--- src/rtl/alu_pkg.sv ---
`default_nettype none
`timescale 1ns/1ps
// ============================================================================
//  Module      : alu_pkg
//  Description : Shared constants for the multdiv path. Holds the FSM state
//                encodings, the Booth select codes and the iteration-count
//                helper used by the sequential multiplier.
//  Revision    : 1.0  initial release
// ============================================================================
package alu_pkg;

    // Multiplier FSM state encodings
    localparam logic [1:0] c_IDLE = 2'd0;
    localparam logic [1:0] c_RUN  = 2'd1;
    localparam logic [1:0] c_DONE = 2'd2;

    // Radix-4 Booth partial-product select codes
    localparam logic [2:0] c_ZERO = 3'd0;
    localparam logic [2:0] c_PM   = 3'd1;
    localparam logic [2:0] c_P2M  = 3'd2;
    localparam logic [2:0] c_NM   = 3'd3;
    localparam logic [2:0] c_N2M  = 3'd4;

    // MULT_ITERS: one radix-4 step retires two multiplier bits.
    function automatic int mult_iters(input int width);
        return width / 2;
    endfunction

endpackage
`default_nettype wire

--- src/rtl/booth_recode.sv ---
`default_nettype none
`timescale 1ns/1ps
// ============================================================================
//  Module      : booth_recode
//  Description : Combinational radix-4 Booth recoder. Maps the window
//                {Q[1], Q[0], q-1} to a partial-product select code and an
//                invert/carry-in bit (set for the negative multiples).
//  Ports       : i_window  in  3  Booth window {Q[1], Q[0], q-1}
//                o_sel     out 3  select code (c_ZERO/c_PM/c_P2M/c_NM/c_N2M)
//                o_neg     out 1  invert the multiple and inject carry-in 1
//  Revision    : 1.0  initial release
// ============================================================================
module booth_recode
    import alu_pkg::*;
(
    input  logic [2:0] i_window,
    output logic [2:0] o_sel,
    output logic       o_neg
);

    always_comb begin
        o_sel = c_ZERO;
        o_neg = 1'b0;
        case (i_window)
            3'b001, 3'b010: o_sel = c_PM;
            3'b011:         o_sel = c_P2M;
            3'b100: begin
                o_sel = c_N2M;
                o_neg = 1'b1;
            end
            3'b101, 3'b110: begin
                o_sel = c_NM;
                o_neg = 1'b1;
            end
            default: begin
                o_sel = c_ZERO;
                o_neg = 1'b0;
            end
        endcase
    end

endmodule
`default_nettype wire

--- src/rtl/mult_booth.sv ---
`default_nettype none
`timescale 1ns/1ps
// ============================================================================
//  Module      : mult_booth
//  Description : Sequential WIDTH x WIDTH signed multiplier, radix-4 Booth.
//                One partial product per cycle through a WIDTH+2 bit adder
//                (the ALU carry-lookahead adder plus two sign bits), then an
//                arithmetic shift right by 2. Returns the low WIDTH product
//                bits with a one-cycle ready pulse.
//  Macro       : MULT_OVF_EN - when defined, data_exception flags a signed
//                product that does not fit in WIDTH bits; otherwise tied 0.
//  Ports       : clock           in   1      rising-edge clock
//                reset_n         in   1      asynchronous active-low reset
//                ctrl_MULT       in   1      start pulse (operands sampled)
//                data_operandA   in   WIDTH  multiplicand, two's complement
//                data_operandB   in   WIDTH  multiplier, two's complement
//                data_result     out  WIDTH  product[WIDTH-1:0], held
//                data_resultRDY  out  1      one-cycle result-valid pulse
//                data_exception  out  1      overflow, held with the result
//                busy            out  1      operation in flight
//  Revision    : 1.0  initial release
// ============================================================================
module mult_booth
    import alu_pkg::*;
#(
    parameter int WIDTH = 32
) (
    input  logic             clock,
    input  logic             reset_n,
    input  logic             ctrl_MULT,
    input  logic [WIDTH-1:0] data_operandA,
    input  logic [WIDTH-1:0] data_operandB,
    output logic [WIDTH-1:0] data_result,
    output logic             data_resultRDY,
    output logic             data_exception,
    output logic             busy
);

    localparam int c_ITERS = mult_iters(WIDTH);
    localparam int c_CW    = $clog2(c_ITERS + 1);

    logic [1:0]       r_state;
    logic [c_CW-1:0]  r_cnt;
    logic [WIDTH+1:0] r_m;
    logic [WIDTH+1:0] r_acc;
    logic [WIDTH-1:0] r_q;
    logic             r_qm1;
    logic [WIDTH-1:0] r_result;
    logic             r_rdy;
    logic             r_busy;

    logic [2:0]       w_sel;
    logic             w_neg;
    logic [WIDTH+1:0] w_mult;
    logic [WIDTH+1:0] w_addend;
    logic [WIDTH+1:0] w_sum;
    logic [WIDTH+1:0] w_acc_next;
    logic [WIDTH-1:0] w_q_next;
    logic             w_last;

    booth_recode u_recode (
        .i_window ({r_q[1:0], r_qm1}),
        .o_sel    (w_sel),
        .o_neg    (w_neg)
    );

    always_comb begin
        w_mult = '0;
        case (w_sel)
            c_PM, c_NM:   w_mult = r_m;
            c_P2M, c_N2M: w_mult = {r_m[WIDTH:0], 1'b0};
            default:      w_mult = '0;
        endcase
    end

    // Subtraction as ~X + 1: the recoder's negate bit is the adder carry-in.
    assign w_addend   = w_neg ? ~w_mult : w_mult;
    assign w_sum      = r_acc + w_addend + {{(WIDTH+1){1'b0}}, w_neg};
    // Arithmetic shift right by 2 of {sum, Q, q-1}; q-1 takes the old Q[1].
    assign w_acc_next = {{2{w_sum[WIDTH+1]}}, w_sum[WIDTH+1:2]};
    assign w_q_next   = {w_sum[1:0], r_q[WIDTH-1:2]};
    assign w_last     = (r_cnt == c_CW'(c_ITERS - 1));

    always_ff @(posedge clock or negedge reset_n) begin
        if (!reset_n) begin
            r_state  <= c_IDLE;
            r_cnt    <= '0;
            r_m      <= '0;
            r_acc    <= '0;
            r_q      <= '0;
            r_qm1    <= 1'b0;
            r_result <= '0;
            r_rdy    <= 1'b0;
            r_busy   <= 1'b0;
        end else begin
            r_rdy <= 1'b0;
            if (ctrl_MULT) begin
                // Start from any state; in RUN this aborts the current op.
                r_state <= c_RUN;
                r_cnt   <= '0;
                r_m     <= {{2{data_operandA[WIDTH-1]}}, data_operandA};
                r_acc   <= '0;
                r_q     <= data_operandB;
                r_qm1   <= 1'b0;
                r_busy  <= 1'b1;
            end else begin
                case (r_state)
                    c_RUN: begin
                        r_acc <= w_acc_next;
                        r_q   <= w_q_next;
                        r_qm1 <= r_q[1];
                        r_cnt <= r_cnt + c_CW'(1);
                        if (w_last) begin
                            r_state  <= c_DONE;
                            r_result <= w_q_next;
                            r_rdy    <= 1'b1;
                        end
                    end
                    c_DONE: begin
                        r_state <= c_IDLE;
                        r_busy  <= 1'b0;
                    end
                    default: begin
                        r_state <= c_IDLE;
                        r_busy  <= 1'b0;
                    end
                endcase
            end
        end
    end

`ifdef MULT_OVF_EN
    logic             r_exc;
    logic [WIDTH:0]   w_top;
    logic             w_fin;

    // Product bits [2W-1:W-1] must all match the sign for a W-bit fit.
    assign w_top = {w_acc_next[WIDTH-1:0], w_q_next[WIDTH-1]};
    assign w_fin = (r_state == c_RUN) && !ctrl_MULT && w_last;

    always_ff @(posedge clock or negedge reset_n) begin
        if (!reset_n) begin
            r_exc <= 1'b0;
        end else if (w_fin) begin
            r_exc <= ~((&w_top) | ~(|w_top));
        end
    end

    assign data_exception = r_exc;
`else
    assign data_exception = 1'b0;
`endif

    assign data_result    = r_result;
    assign data_resultRDY = r_rdy;
    assign busy           = r_busy;

endmodule
`default_nettype wire

--- config.mk ---
export PLATFORM = sky130hd
export DESIGN_NAME = mult_booth
export DESIGN_NICKNAME = d
export VERILOG_FILES = /design/src/rtl/alu_pkg.sv /design/src/rtl/booth_recode.sv /design/src/rtl/mult_booth.sv
export SDC_FILE = /design/constraint.sdc
export NUM_CORES = 1
export LEC_CHECK = 0
export CAP_MARGIN = 0
export CORE_MARGIN = 3
export CORE_UTILIZATION = 35
export CTS_CLUSTER_DIAMETER = 60
export DETAILED_ROUTE_END_ITERATION = 8
export PLACE_DENSITY = 0.61
export REMOVE_ABC_BUFFERS = 1
export SYNTH_ARGS = -nofsm -noshare
export SYNTH_HDL_FRONTEND = slang
export SYNTH_HIERARCHICAL = 1
export SYNTH_SLANG_ARGS = --single-unit
export TNS_END_PERCENT = 50
--- constraint.sdc ---
create_clock -name clock -period 3.7 [get_ports clock]
set_input_delay 0.555 -clock clock [delete_from_list [all_inputs] [get_ports clock]]
set_output_delay 0.555 -clock clock [all_outputs]
set_load 0.05 [all_outputs]
==> impl_metrics.env <==
export IMPL_slew_viol_final=0
export IMPL_seq_power_share=0.283
export IMPL_clk_pin_slew_ns=0.06
export IMPL_p_int_mw=4.26
export IMPL_ys_seq_area_frac=0.436
export IMPL_p_leak_nw=4.51
export IMPL_slew_headroom=0.328
export IMPL_hold_buffers=0
export IMPL_syn_area_um2=7930
export IMPL_ios=102
export IMPL_initial_core_util=0.360
export IMPL_wl_mm=19.7
export IMPL_fin_area_um2=10500
export IMPL_yosys_warnings=6
export IMPL_hold_path_class="in -> async"
export IMPL_max_cap_violations=0
export IMPL_cts_tree="built"
export IMPL_synth_seq_cells=138
export IMPL_critPathRequiredTime_ns=3.99
export IMPL_final_nets=1025
export IMPL_antenna_found_initial=0
export IMPL_synth_compound_area_share=0.165
export IMPL_multi_input_area_um2=4480
export IMPL_synthCells=784
export IMPL_ys_flop_type="dfrtp_1"
export IMPL_num_antenna_cells=0
export IMPL_cts_made_buffers=17
export IMPL_post_drt_wl_per_cell_um=16.2
export IMPL_grt_ovfl_total=0
export IMPL_period_needed_ns=3.67
export IMPL_htree_levels=4
export IMPL_muxShareOfSynthArea=0.134
export IMPL_fp_coreArea_um2=22000
export IMPL_drive_gt1_frac=0.246
export IMPL_synth_fa_ha_area_frac=0.0562
export IMPL_synth_xor_area_frac=0.0674
export IMPL_drt_iter0_markers=294
export IMPL_max_freq_mhz=272
export IMPL_synthArstFlopShare=1.00
export IMPL_ir_drop_v=0.000364
export IMPL_place_area_um2=9430
export IMPL_fin_crit_sh=0.992
export IMPL_rsz0062_at_grt="yes"
export IMPL_cp_max_fo=4
export IMPL_clock_path_buffers=2
export IMPL_regArea_um2=3450
export IMPL_p_sw_frac=0.365
export IMPL_drc=0
export IMPL_clock_root_buffer="clkbuf_16"
export IMPL_grt_pass1_vias=6400
export IMPL_fin_tns_setup_ns=0
export IMPL_finalSetupViolations=0
export IMPL_grt_pass1_wl_mm=32.0
export IMPL_combPwrFrac=0.464
export IMPL_clk_latency_ns=0.42
export IMPL_finish_utilization=0.477
export IMPL_dieHeight_um=156
export IMPL_portBuffers=100
export IMPL_area_delta_synth_final_pct=32.5
export IMPL_synth_top_family_by_area="compound AO/OA/AOI/OAI gates"
export IMPL_synth_avg_cell_area_um2=10.1
export IMPL_rr_worst_depth=19
export IMPL_viasPerCell=5.23
export IMPL_gp_congestion=0.849
export IMPL_fillers=2049
export IMPL_ant_nets=0
export IMPL_grt_use_total=0.160
export IMPL_die_w_um=156
export IMPL_cts_sinks=138
export IMPL_hold_violations=0
export IMPL_synth_cell_type_count=60
export IMPL_std_cell_rows=54
export IMPL_vias=6362
export IMPL_start_kind="flop"
export IMPL_crit_type="reg -> reg"
export IMPL_powerDensity_nw_per_um2=639
export IMPL_fin_skew_ns=0.00999
export IMPL_grt_max_degree=76
export IMPL_worst_setup_path_end_kind="flop"
export IMPL_crit_arrival_ns=3.96
export IMPL_synth_edf_count=0
export IMPL_status="finished, final reports clean"
export IMPL_p_switching_mw=2.45
export IMPL_place_hpwl_mm=12.8
export IMPL_dr_pass1_iters=4
export IMPL_yosys_area_share_simple=0.105
export IMPL_tightestPinTransition_ns=1.01
export IMPL_p_clk_frac=0.254
export IMPL_dieArea_um2=24500
## worst paths after layout
kind,startpoint,endpoint,slack (ns)
min in group clock,busy,busy,0.48
setup reg to reg,r_qm1,r_acc[30],0.03
setup / recovery,r_qm1,r_acc[30],0.03
max in group asynchronous,reset_n,r_m[26],2.73
hold / removal,reset_n,data_result[23],0.17
hold reg to reg,busy,busy,0.48
## registers in the layout (all words and copies together) (netlist names)
name	flops
r_qm1	1
r_m	32
r_acc	32
data_result	32
r_cnt	5
data_resultRDY	1
r_state	2
r_q	32
busy	1
## kinds of logic (layout without fill, tap and decap cells)
kind of cell | after synthesis | count (layout)
buffers and inverters | 59 | 211
xor gates and xnor gates | 61 | 61
DFF | 138 | 138
and+or+nand+nor | 182 | 182
muxes | 98 | 98
adders and majority gates | 35 | 35
other | 1 | 1
AOI/OAI and AO/OA | 210 | 210
## synthesized netlist by cell type (5+ instances only)
master	n	area [um2]
mux2i_1	34	340
buf_1	7	26.3
xor2_1	11	96.3
a31oi_1	5	31.3
nand3_1	14	70.1
nand2_1	90	338
a211oi_1	6	45.0
mux2_2	63	709
ha_1	34	425
nor2_1	33	124
and3_1	6	37.5
xnor2_1	50	438
a22oi_1	33	248
clkbuf_1	31	116
dfrtp_1	138	3450
a21oi_1	52	260
nor3_1	8	40.0
a21o_1	13	97.6
inv_1	13	48.8
o21bai_1	9	67.6
nand4_1	7	43.8
o21ai_0	61	305
o21ai_1	5	25.0
## power by group through the flow
stage / logic [mW] / registers (mW) / clock network, mW
finish: 3.11 / 1.90 / 1.70
global route: 3.43 / 1.93 / 1.81
CTS: 2.68 / 1.90 / 1.74
detailed placement: 2.66 / 1.92 / 0
global placement: 2.65 / 1.92 / 0
floorplan: 1.89 / 1.88 / 0
## layer usage
layer	vias to the layer above	wire length, um	track usage
met3	30	1140	0.0440
met5	-	0	0
met1	3099	8560	0.202
li1	3098	-	-
met2	135	9590	0.264
met4	0	437	0.0584
## worst max-delay path: stages (launching register included)
cell       delay [ns]
dfrtp_2          0.43
and3b_2          0.21
a21o_1           0.18
xnor2_2          0.20
nor2_4           0.08
buf_12           0.13
clkbuf_16        0.15
a22oi_1          0.23
xnor2_1          0.10
ha_1             0.35
buf_4            0.16
a21oi_1          0.18
o21ai_1          0.14
a31oi_4          0.21
a211oi_2         0.09
buf_4            0.15
o211ai_1         0.18
a21oi_1          0.11
xnor2_1          0.18
a21oi_1          0.08
## repair_timing
item                                    CTS  global route
endpoints found under the setup margin    0            19
buffers inserted                          0            21
gates resized for setup                   0            68
## layout make-up
class,count,area share
well taps,280,0.0334
flip-flops and latches,138,0.329
clock buffers,20,0.0425
clock inverters,12,0.0131
repair buffers,165,0.149
inverters,14,0.00631
multi-input cells,587,0.426
## cells in the final DEF, fill, tap and decap left out, types with 19 or more instances in the layout
cell type        count
dfrtp_1            137
o21ai_0             53
nand2_1             89
ha_1                29
mux2i_1             34
nor2_1              29
clkdlybuf4s50_1     98
mux2_2              63
buf_4               60
a21oi_1             43
xnor2_1             49
clkbuf_16           19
a22oi_1             20
## metrics by stage
step / total power, mW / cells / hold WS (ns) / setup WS, ns
floorplan: 3.77 / 739 / 0.259 / -2.60
global placement: 4.56 / 1161 / 0.466 / 0.0792
detailed placement: 4.58 / 1161 / 0.473 / 0.0288
CTS: 6.33 / 1193 / 0.191 / 0.0240
global route: 7.17 / 1216 / 0.231 / -0.214
finish: 6.72 / 1216 / 0.174 / 0.0288
(Power assumes the default switching activity.)
